File: config.mk
export PLATFORM = sky130hd
export DESIGN_NAME = decoder_seq
export DESIGN_NICKNAME = d
export VERILOG_FILES = /design/src/rtl/decoder_pkg.sv /design/src/rtl/dwell_counter.sv /design/src/rtl/decoder_seq.sv
export SDC_FILE = /design/constraint.sdc
export NUM_CORES = 1
export LEC_CHECK = 0
export BUFFER_PORTS_ARGS = -buffer_cell sky130_fd_sc_hd__buf_2
export CAP_MARGIN = 0
export CORE_MARGIN = 8
export CORE_UTILIZATION = 35
export DETAILED_ROUTE_END_ITERATION = 10
export PLACE_DENSITY_LB_ADDON = 0.12
export SYNTH_ARGS = -nofsm -noshare
export SYNTH_HDL_FRONTEND = slang
export SYNTH_SLANG_ARGS = --single-unit
File: constraint.sdc
create_clock -name Clock -period 1 [get_ports Clock]
set_input_delay 0 -clock Clock [delete_from_list [all_inputs] [get_ports Clock]]
set_output_delay 0 -clock Clock [all_outputs]
set_load 0.005 [all_outputs]
File: src/rtl/decoder_pkg.sv
// Shared types and constants for the sequenced one-hot decoder.
package decoder_pkg;

  typedef enum logic [1:0] {
    IDLE = 2'd0,
    HOLD = 2'd1,
    SCAN = 2'd2
  } state_e;

  localparam logic MODE_DIRECT = 1'b0;
  localparam logic MODE_SCAN   = 1'b1;

endpackage

File: src/rtl/dwell_counter.sv
// Dwell counter: counts 0..limit-1 while enabled and pulses tc_c on the last count.
module dwell_counter #(
  parameter int unsigned DWELL_W = 8
) (
  input  logic               clk,
  input  logic               rst_n,
  input  logic               clear,
  input  logic               en,
  input  logic [DWELL_W-1:0] limit,
  output logic               tc_c
);

  logic [DWELL_W-1:0] count_q, count_d;

  always_ff @(posedge clk or negedge rst_n) begin
    if (!rst_n) count_q <= '0;
    else        count_q <= count_d;
  end

  always_comb begin
    count_d = count_q;
    tc_c    = en && !clear && (count_q == limit - DWELL_W'(1));
    if (clear)     count_d = '0;
    else if (tc_c) count_d = '0;
    else if (en)   count_d = count_q + DWELL_W'(1);
  end

endmodule

File: src/rtl/decoder_seq.sv
// Registered W-to-2**W one-hot decoder with load handshake; optional SCAN mode
// (walking one-hot with programmable dwell) built only when DECODER_SCAN_EN is defined.
module decoder_seq
  import decoder_pkg::*;
#(
  parameter  int unsigned W       = 3,
  parameter  int unsigned DWELL_W = 8,
  localparam int unsigned N_OUT   = 2**W
) (
  input  logic               Clock,
  input  logic               Resetn,
  input  logic               En,
  input  logic               load_valid,
  output logic               load_ready,
  input  logic [W-1:0]       w,
  input  logic               mode,
  input  logic [DWELL_W-1:0] dwell,
  output logic [N_OUT-1:0]   y,
  output logic               y_valid,
  output logic [W-1:0]       sel_q,
  output logic               wrap
);

  state_e             state_q, state_d;
  logic [W-1:0]       sel_d;
  logic [N_OUT-1:0]   y_q, y_d;
  logic               y_valid_q, y_valid_d;
  logic               accept;

  assign load_ready = En;
  assign accept     = load_valid && En;
  assign y          = y_q;
  assign y_valid    = y_valid_q;

`ifdef DECODER_SCAN_EN
  logic [DWELL_W-1:0] dwell_lim_q, dwell_lim_d;
  logic               wrap_q, wrap_d;
  logic               tc_c;
  logic               cnt_clear;

  // Counter only runs while scanning; any load or disable restarts it from 0.
  assign cnt_clear = !En || accept || (state_q != SCAN);
  assign wrap      = wrap_q;

  dwell_counter #(.DWELL_W(DWELL_W)) u_dwell (
    .clk   (Clock),
    .rst_n (Resetn),
    .clear (cnt_clear),
    .en    (state_q == SCAN),
    .limit (dwell_lim_q),
    .tc_c  (tc_c)
  );

  always_ff @(posedge Clock or negedge Resetn) begin
    if (!Resetn) begin
      dwell_lim_q <= DWELL_W'(1);
      wrap_q      <= 1'b0;
    end else begin
      dwell_lim_q <= dwell_lim_d;
      wrap_q      <= wrap_d;
    end
  end
`else
  logic unused_c;
  assign unused_c = ^{mode, dwell};
  assign wrap     = 1'b0;
`endif

  always_ff @(posedge Clock or negedge Resetn) begin
    if (!Resetn) begin
      state_q   <= IDLE;
      sel_q     <= '0;
      y_q       <= '0;
      y_valid_q <= 1'b0;
    end else begin
      state_q   <= state_d;
      sel_q     <= sel_d;
      y_q       <= y_d;
      y_valid_q <= y_valid_d;
    end
  end

  // Next state: disable wins, then an accepted load, then the scan step.
  always_comb begin
    state_d     = state_q;
    sel_d       = sel_q;
    y_d         = y_q;
    y_valid_d   = y_valid_q;
`ifdef DECODER_SCAN_EN
    dwell_lim_d = dwell_lim_q;
    wrap_d      = 1'b0;
`endif
    if (!En) begin
      state_d   = IDLE;
      y_d       = '0;
      y_valid_d = 1'b0;
    end else if (accept) begin
      state_d   = HOLD;
      sel_d     = w;
      y_d       = N_OUT'(1) << w;
      y_valid_d = 1'b1;
`ifdef DECODER_SCAN_EN
      if (mode == MODE_SCAN) begin
        state_d     = SCAN;
        dwell_lim_d = (dwell == '0) ? DWELL_W'(1) : dwell;
      end
`endif
    end
`ifdef DECODER_SCAN_EN
    else if (state_q == SCAN && tc_c) begin
      sel_d  = sel_q + W'(1);
      y_d    = N_OUT'(1) << sel_d;
      wrap_d = (sel_q == W'(N_OUT - 1));
    end
`endif
  end

endmodule
==> results.md <==
- Outcome: finished clean
- CTS tree: yes
- Setup crit start kind: register
- Crit Path Max Fanout: 2
- N_diodes: 0
- DR WL/cell: 13.8 um
- Post-synth top cells: dfrtp_1 (12), a21oi_1 (8), nand2b_1 (8)
- Die Wd: 55.2 um
- Post-synth EDFFs: 0
- Crit end category: output port
- Core ar.: roughly 1500 um2
- Most area-hungry cell type in the Yosys netlist: dfrtp_1
- Initial Util: between 30 and 40%
- Fill count: approximately 150
- Final GP Congestion: 0.700
- Crit share post-route: between 70% and 80%
- Post-DP HPWL: 910 um
- Top Ports: 30
- Clk pin slew, worst setup/hold paths: around 0.08 ns
- Crit-path slowest cell: dfrtp_1
- Top cell type's share of synthesized area: around 56%
- CP max stage delay: about 0.39 ns
- Worst-path cell chain: buf_2
- Delay-heaviest family, CP: flip-flops
- Max frequency: approximately 1300 MHz
- Setup Viol. Count Final: 0
- Total number of vias: 433
- Worst r2r src: sel_q[0]$_DFFE_PN0P_
- Layout cells sized above 1: a little over two fifths
- Final count of hold timing violations: 0
- Setup crit start: y[1]$_DFFE_PN0P_
- Number of synthesized register bits: 12
- Synth Cell Area: around 540 um2
- Most common cell in the synthesized netlist: dfrtp_1
- Die span in y: 55.2 um
- Worst path arrival time: ~0.8 ns
- Final Max Tran Viols: 0
- CTS sink cnt: 12
- Syn_nets: 63
- Inserted Clock Buffers: 3
- Worst Path Buf+Inv: 1
- Setup CP Type: register to output port
- Gr usage total: 8.78%
- Layout Area Growth over Synthesis: 32.1%
- Post-CTS Resized: 0
- Min Tclk post-route: between 0.7 and 0.8 ns
- # rows: 14
- Total Power: 0.00105 W
- Later-pin clock latency in the skew report: around 0.27 ns
- Residual DRC: 0
- Root buffer selected by CTS: clkbuf_4
- Min-delay src: w[0]
- Die ar.: 3050 um2
- Max_cap viols: 0
- Worst VDD drop: 0.785 mV
- Multi-input gate area: ~220 um2
- Unrepaired setup endpoints after global routing: false
- Register area: between 300 and 400 um2
- DRT Pass-1 Iters: 2
- Nets: around 90
- Largest net degree at the start of global routing: 17
- Sequential cell area fraction in the yosys report: between 50% and 60%
- Final Skew: 0 ns
- Final wirelength: between 1000 and 1500 um
- Cell area power density: ~1500 nW/um2
- GRT overflow: 0
- DR iter-0 viols: 5
- Worst EP required: 1.00 ns
- I/O Buffers: 19
- H-Tree Depth: 1
- Clk buf depth: 2
- Avg Inst Size Synth: about 11 um2
- Initial antenna violation count: 0
- Yosys warning total: 0
- Unique masters post-synth: 14
- Post-CTS setup buffer count: 0
- Mapped Cells: 47
- Post-route ant nets: 0
- DR vias/cell: 4.92
- Leakage: around 0.34 nW
- First-pass GRT wire length: ~2200 um
- Setup tns final: 0 ns
- Largest cells by area after synthesis: dfrtp_1 (56%), nand2b_1 (9.3%), a21oi_1 (7.4%)
- Ys flop type: dfrtp_1
- Hold WC Path Type: input pin to register
- Ys async rst share: 100%
- Vias in the first global route: between 400 and 500
kinds of logic (layout without fill, tap and decap cells):
group | after synthesis | count (layout) | share of synthesized area, %
and+or+nand+nor | 19 | 19 | 25.6
other | 1 | 1 | 0.697
muxes | 3 | 3 | 6.28
DFF | 12 | 12 | 55.8
AOI/OAI and AO/OA | 8 | 8 | 7.44
buffers and inverters | 4 | 29 | 4.18
state kept, by name (all words and copies together), names as in the netlist:
register,cells
sel_q,3
y,8
y_valid,1
repair_timing:
item | in CTS | in global routing
endpoints found under the setup margin | 0 | 0
endpoints found under the hold margin | 12 | 0
hold buffers | 1 | 0
per-stage QoR:
| stage | instances | hold WS [ns] | utilization [%] | worst slack [ns] | cell area, um2 |
|---|---|---|---|---|---|
| after floorplan | 47 | -0.296 | - | 0.261 | 538 |
| after global placement | 83 | -0.108 | 45.2 | 0.137 | 664 |
| after detailed placement | 83 | -0.105 | 45.2 | 0.130 | 664 |
| after CTS | 88 | 0.0225 | 48.3 | 0.201 | 711 |
| after global routing | 88 | 0.0312 | 48.3 | 0.168 | 711 |
| final | 88 | 0.0224 | 48.3 | 0.215 | 711 |
cell type report:
type | count | share of cell area (%)
clock buffers | 4 | 5.11
repair buffers | 24 | 19.0
flip-flops and latches | 12 | 42.3
well taps | 16 | 2.82
multi-input cells | 31 | 30.3
inverters | 1 | 0.528
where the power goes:
part           internal [W]  switching (W)
clock              0.000221       0.000164
combinational     0.0000741      0.0000694
sequential         0.000513      0.0000114
total              0.000808       0.000245
final timing paths:
path                                   endpoint  slack (ns)  cells past startpoint
hold reg to reg            sel_q[2]$_DFFE_PN0P_        0.50                      1
hold / removal                 y[0]$_DFFE_PN0P_        0.02                      3
setup reg to reg           sel_q[0]$_DFFE_PN0P_        0.26                      1
max in group asynchronous      y[5]$_DFFE_PN0P_        0.66                      2
setup / recovery                           y[1]        0.21                      1
min in group asynchronous      y[2]$_DFFE_PN0P_        0.13                      2
placed cells by master, fill, tap and decap left out, drive strengths merged:
cell,instances
clkinv,1
nand4b,3
conb,1
nand4,1
nand2,1
clkbuf,4
dfrtp,12
mux2,3
nand2b,8
a21oi,8
nor2,2
or4b,1
buf,23
nand4bb,3
dlygate4sd3,1
routing by layer:
layer  GRT usage, %  wire length (um)  up-vias
met5              0                 0        -
li1               -                 -      212
met3           4.34                87        4
met1           9.72               525      205
met4           5.28                23        0
met2           13.1               576       12
(Power assumes the default switching activity.)
